--- config.mk ---
export PLATFORM = sky130hd
export DESIGN_NAME = fpga_cmd_rx
export DESIGN_NICKNAME = d
export VERILOG_FILES = /design/src/rtl/fpga_cmd_rx.sv
export SDC_FILE = /design/constraint.sdc
export NUM_CORES = 1
export LEC_CHECK = 0
export ABC_CLOCK_PERIOD_IN_PS = 1600
export BUFFER_PORTS_ARGS = -buffer_cell sky130_fd_sc_hd__buf_2
export CAP_MARGIN = 10
export CORE_ASPECT_RATIO = 1.25
export CORE_MARGIN = 4
export CORE_UTILIZATION = 35
export CTS_BUF_LIST = sky130_fd_sc_hd__clkbuf_16
export DETAILED_ROUTE_END_ITERATION = 10
export PLACE_DENSITY_LB_ADDON = 0.2
export SYNTH_ARGS = -nofsm -noshare
export SYNTH_HDL_FRONTEND = slang
export SYNTH_SLANG_ARGS = --single-unit
export TNS_END_PERCENT = 20
--- constraint.sdc ---
create_clock -name pck0 -period 1.6 [get_ports pck0]
set_input_delay 0.24 -clock pck0 [delete_from_list [all_inputs] [get_ports pck0]]
set_output_delay 0.24 -clock pck0 [all_outputs]
set_load 0.03 [all_outputs]
--- src/rtl/fpga_cmd_rx.sv ---
// fpga_cmd_rx - SPI command receiver, pck0 domain.
//
// Samples the ARM's asynchronous spck/mosi/ncs through SYNC_STAGES-deep
// synchronizers. It assembles CMD_WIDTH-bit frames (MSB first) and decodes
// them into the configuration word and the ADC clock divisor. All outputs
// change synchronously to pck0, so the downstream mode muxes never glitch.
//
// Optional feature macro: CMD_RX_DIVISOR_EN
//   defined   : opcode 4'b0010 writes the divisor register.
//   undefined : no divisor register; divisor is tied to 8'd95 and
//               opcode 4'b0010 is ignored like any unknown opcode.
//
// Ports:
//   pck0        in   system clock, rising edge
//   nrst        in   asynchronous active-low reset
//   spck        in   SPI clock (asynchronous)
//   mosi        in   SPI data, MSB first (asynchronous)
//   ncs         in   SPI chip select, active low (asynchronous)
//   conf_word   out  [7:0] configuration register (reset 8'hE0)
//   major_mode  out  [2:0] conf_word[7:5]
//   divisor     out  [7:0] ADC clock divisor (reset 8'd95)
//   conf_valid  out  one-cycle pulse on every conf_word write
//   frame_err   out  one-cycle pulse when a frame has the wrong bit count
module fpga_cmd_rx #(
    parameter int CMD_WIDTH   = 16,
    parameter int SYNC_STAGES = 2
) (
    input  logic       pck0,
    input  logic       nrst,
    input  logic       spck,
    input  logic       mosi,
    input  logic       ncs,
    output logic [7:0] conf_word,
    output logic [2:0] major_mode,
    output logic [7:0] divisor,
    output logic       conf_valid,
    output logic       frame_err
);

    localparam int              CNT_W    = $clog2(CMD_WIDTH + 2);
    localparam logic [CNT_W-1:0] CNT_FULL = CNT_W'(CMD_WIDTH);
    localparam logic [CNT_W-1:0] CNT_SAT  = CNT_W'(CMD_WIDTH + 1);
    localparam logic [7:0]      CONF_RST = 8'hE0;
    localparam logic [7:0]      DIV_RST  = 8'd95;
    localparam logic [3:0]      OP_CONF  = 4'b0001;
    localparam logic [3:0]      OP_DIV   = 4'b0010;

    typedef enum logic [1:0] {
        WAIT_IDLE = 2'd0,
        IDLE      = 2'd1,
        SHIFT     = 2'd2
    } state_t;

    // Synchronizers. The ncs chain and its delayed copy reset low, so a
    // reset released mid-frame can never produce a false falling edge;
    // the FSM must first see ncs_s high.
    logic [SYNC_STAGES-1:0] r_spck_sync;
    logic [SYNC_STAGES-1:0] r_mosi_sync;
    logic [SYNC_STAGES-1:0] r_ncs_sync;
    logic                   r_spck_d;
    logic                   r_ncs_d;

    always_ff @(posedge pck0 or negedge nrst) begin
        if (!nrst) begin
            r_spck_sync <= '0;
            r_mosi_sync <= '0;
            r_ncs_sync  <= '0;
            r_spck_d    <= 1'b0;
            r_ncs_d     <= 1'b0;
        end else begin
            r_spck_sync <= {r_spck_sync[SYNC_STAGES-2:0], spck};
            r_mosi_sync <= {r_mosi_sync[SYNC_STAGES-2:0], mosi};
            r_ncs_sync  <= {r_ncs_sync[SYNC_STAGES-2:0], ncs};
            r_spck_d    <= r_spck_sync[SYNC_STAGES-1];
            r_ncs_d     <= r_ncs_sync[SYNC_STAGES-1];
        end
    end

    logic w_spck_s, w_mosi_s, w_ncs_s;
    logic w_spck_rise, w_ncs_rise, w_ncs_fall;

    assign w_spck_s    = r_spck_sync[SYNC_STAGES-1];
    assign w_mosi_s    = r_mosi_sync[SYNC_STAGES-1];
    assign w_ncs_s     = r_ncs_sync[SYNC_STAGES-1];
    assign w_spck_rise = w_spck_s & ~r_spck_d;
    assign w_ncs_rise  = w_ncs_s & ~r_ncs_d;
    assign w_ncs_fall  = ~w_ncs_s & r_ncs_d;

    state_t                 r_state;
    logic [CMD_WIDTH-1:0]   r_shift;
    logic [CNT_W-1:0]       r_bit_cnt;
    logic [7:0]             r_conf_word;
    logic                   r_conf_valid;
    logic                   r_frame_err;
    logic [3:0]             w_opcode;

    assign w_opcode = r_shift[CMD_WIDTH-1 -: 4];

`ifdef CMD_RX_DIVISOR_EN
    logic [7:0] r_divisor;
    assign divisor = r_divisor;
`else
    assign divisor = DIV_RST;
`endif

    always_ff @(posedge pck0 or negedge nrst) begin
        if (!nrst) begin
            r_state      <= WAIT_IDLE;
            r_shift      <= '0;
            r_bit_cnt    <= '0;
            r_conf_word  <= CONF_RST;
            r_conf_valid <= 1'b0;
            r_frame_err  <= 1'b0;
`ifdef CMD_RX_DIVISOR_EN
            r_divisor    <= DIV_RST;
`endif
        end else begin
            r_conf_valid <= 1'b0;
            r_frame_err  <= 1'b0;
            case (r_state)
                WAIT_IDLE: begin
                    if (w_ncs_s) r_state <= IDLE;
                end
                IDLE: begin
                    if (w_ncs_fall) begin
                        r_state   <= SHIFT;
                        r_shift   <= '0;
                        r_bit_cnt <= '0;
                    end
                end
                SHIFT: begin
                    // Frame end wins over a coincident spck edge; that bit is dropped.
                    if (w_ncs_rise) begin
                        r_state <= IDLE;
                        if (r_bit_cnt != CNT_FULL) begin
                            r_frame_err <= 1'b1;
                        end else if (w_opcode == OP_CONF) begin
                            r_conf_word  <= r_shift[7:0];
                            r_conf_valid <= 1'b1;
                        end
`ifdef CMD_RX_DIVISOR_EN
                        else if (w_opcode == OP_DIV) begin
                            r_divisor <= r_shift[7:0];
                        end
`endif
                    end else if (w_spck_rise && !w_ncs_s) begin
                        r_shift <= {r_shift[CMD_WIDTH-2:0], w_mosi_s};
                        // Saturate one past full so overruns stay distinguishable.
                        if (r_bit_cnt != CNT_SAT) r_bit_cnt <= r_bit_cnt + 1'b1;
                    end
                end
                default: r_state <= WAIT_IDLE;
            endcase
        end
    end

    assign conf_word  = r_conf_word;
    assign major_mode = r_conf_word[7:5];
    assign conf_valid = r_conf_valid;
    assign frame_err  = r_frame_err;

endmodule

==> results.md <==
- Num CTS Buffers: 5
- Layout area overhead: 23.84%
- Die area: 6295 um^2
- Clk pwr share: 42.4%
- Arr. time, crit path: 1720 ps
- Fin. Hold Viols: 0
- DP Cell Count: 242
- Row count: 28
- H-tree Lvls: 2
- Die W: 71.77 um
- Initial DRC Count: 55
- Residual DRC: 0
- Worst Path Buf+Inv: 1
- Top_reg_cell synth: dfrtp_1
- Ant. Diodes: 0
- Antenna viol nets, final: 0
- Sequential Power Share: 47.3%
- Synth unique cells: 34
- Ys Warns: 0
- Crit Path Class: reg -> reg
- Setup Skew: 4.844 ps
- HPWL after detailed placement: 2.248 mm
- CTS clock-pin slew for the worst setup and hold paths: 60 ps
- Sw frac: 24.47%
- Worst VDD drop: 0.4017 mV
- Seq/Total Area, Yosys: 57.88%
- I/O Pins: 26
- Largest net degree at the start of global routing: 23
- Worst Hold Class: in -> reg
- Average cell area after synthesis: 10.98 um^2
- CP Max Fanout: 6
- Cells on worst reg2reg path: 5
- Most frequent cell after synthesis: dfrtp_1
- Worst Hold Path EP: r_ncs_sync[0]$_DFF_PN0_
- Crit. path cell count: 5
- Reg2reg end: r_bit_cnt[0]$_DFFE_PN0P_
- Placed Area: 1978 um^2
- First-pass GRT wire length: 5.589 mm
- Comb pwr share: 10.3%
- Via/cell ratio: 4.697
- CP max stage delay: 420 ps
- Starting Density: 36.80%
- CTS root buffer: clkbuf_16
- Outcome: complete, no violations
- CP Data Required Time: 1760 ps
- Critical path, cell by cell: ha_2, nor4bb_4, buf_4, a21o_1, a221o_1
- Family with the most delay on the worst path: compound AO/OA/AOI/OAI gates
- Critical Path Start Type: register
- Final Cell Area: 2203 um^2
- Post-synth EDFFs: 0
- Finished Layout Cells: 254
- Share of the clock period used by the worst path: 97.29%
- Layout cells sized above 1: 33.51%
- Flop and latch count out of synthesis: 41
- RSZ-0062 raised after global routing: true
- Setup crit end kind: register
- Worst-Skew Late Latency: 280 ps
- Synth area leader: dfrtp_1
- R2R setup slack: 40 ps
- FF-to-FF Start: r_bit_cnt[0]$_DFFE_PN0P_
- PortBufs: 17
- Top area cells in the synthesized netlist: dfrtp_1 53%, nand2_1 7.2%, buf_4 5.1%
- CTS tree: built
- Core area: 4835 um^2
- Mapped Cells: 162
- Critical path's slowest cell: dfrtp_1
- Grt ovf: 0
- Max-capacitance violation count: 0
- Max Buffers Root-to-Sink: 2
- Count of nets after finishing: 201
- Crit path from: r_bit_cnt[0]$_DFFE_PN0P_
- Synth cell count leaders: 38 x dfrtp_1, 34 x nand2_1, 17 x o21ai_0
- Design internal power: 1.760 mW
- Worst hold stages: 1
- Vias in the first global route: 1209
- P_sw: 0.5701 mW
- Initial antenna violation count: 0
- Die Y: 87.72 um
- Power Total: 2.330 mW
- Beginning of the worst hold path: ncs
- Pre-CTS setup slack: -156.3 ps
- Min Tclk post-route: 1557 ps
- Final setup fails: 0
- Fmax: 642.4 MHz
- Clock sinks: 41
- GRT Resource Usage Total: 11.23%
- Setup ws final: 43.30 ps
- Synth top area share: 53.45%
- Fraction of registers with async set/reset: 100.0%
- First-pass DRT Iterations: 4
- Pwr dens: 1058 nW/um^2
- Final WL: 3.206 mm
- RePlAce Congestion: 0.7903
- Netlist Area Pre-Place: 1779 um^2
- WL per Instance: 12.62 um
- Via count: 1193
- Final Slew Violations: 0
- Leak pwr: 1.024 nW
- Fillers: 473
==> state kept, by name, indices dropped and copies added (netlist names) <==
name,count
r_shift,16
conf_valid,1
r_state,2
r_spck_sync,2
r_ncs_sync,2
r_mosi_sync,2
r_bit_cnt,5
conf_word,8
frame_err,1
r_ncs_d,1
r_spck_d,1
==> how the worst max path moves through the flow <==
stage,endpoint,slack [ps]
floorplan,r_bit_cnt[0]$_DFFE_PN0P_,-4
global placement,conf_word[4]$_DFFE_PN0P_,-120
detailed placement,conf_word[2]$_DFFE_PN0P_,-160
CTS,r_bit_cnt[0]$_DFFE_PN0P_,20
global route,conf_word[0]$_DFFE_PN0P_,-20
finish,r_bit_cnt[0]$_DFFE_PN0P_,40
==> stage by stage <==
stage / TNS (ps) / utilization (%) / hold slack [ps]
CTS: 0 / 44.62 / 57.05
floorplan: -4.001 / - / -55.59
detailed placement: -1100 / 40.92 / 244.8
finish: 0 / 45.57 / 64.36
global placement: -876.3 / 40.92 / 219.5
global route: -116.0 / 45.57 / 60.28
==> worst reg2reg max path: stages (launching register included) <==
cell      delay [ps]
dfrtp_1          420
ha_2             210
nor4bb_4         140
buf_4            150
a21o_1           190
a221o_1          320
==> metal layers <==
| layer | wire [um] | track usage [%] |
|---|---|---|
| met4 | 65 | 4.274 |
| met1 | 1383 | 13.34 |
| met5 | 0 | 0 |
| met3 | 143 | 3.100 |
| met2 | 1614 | 19.31 |
==> layout make-up <==
| type | instances | area [um^2] | share of cell area, % |
|---|---|---|---|
| repair buffers | 36 | 244.0 | 11.07 |
| well taps | 60 | 75.07 | 3.407 |
| flip-flops and latches | 41 | 1032 | 46.85 |
| inverters | 4 | 15.01 | 0.6814 |
| clock inverters | 3 | 25.02 | 1.136 |
| clock buffers | 5 | 125.1 | 5.679 |
| multi-input cells | 105 | 686.9 | 31.18 |
==> logic make-up (layout without fill, tap and decap cells) <==
| kind of cell | Yosys count | in the layout | share of synthesized area [%] |
|---|---|---|---|
| AOI/OAI and AO/OA | 28 | 28 | 9.283 |
| adders and majority gates | 3 | 3 | 2.110 |
| buffers and inverters | 22 | 48 | 7.665 |
| DFF | 41 | 41 | 57.88 |
| muxes | 8 | 8 | 5.063 |
| other | 2 | 8 | 0.4221 |
| and+or+nand+nor | 58 | 58 | 17.58 |
==> timing repair <==
action / 4_1_cts / 5_1_grt
hold buffers: 1 / 0
gates resized for setup: 2 / 9
gates cloned: 0 / 1
pin swaps: 3 / 4
setup buffers: 1 / 1
hold endpoints to repair: 20 / 0
endpoints found under the setup margin: 9 / 12
==> cells in the final DEF, fill, tap and decap left out, types with 3 or more instances in the layout <==
cell,count
dfrtp_1,36
nand2_1,34
buf_2,18
o21ai_0,17
buf_4,15
mux2_2,8
conb_1,8
clkbuf_16,5
nand3_1,4
nor2_1,3
nor4b_1,3
a21o_1,3
a21oi_1,3
dfstp_2,3
==> power groups by stage <==
stage	logic (mW)	clock network [mW]	registers (mW)
after global placement	0.208	0	1.11
final	0.240	0.989	1.10
after detailed placement	0.214	0	1.12
after floorplan	0.151	0	1.11
after global routing	0.267	1.08	1.10
after CTS	0.221	1.03	1.10
(Power assumes the default switching activity.)
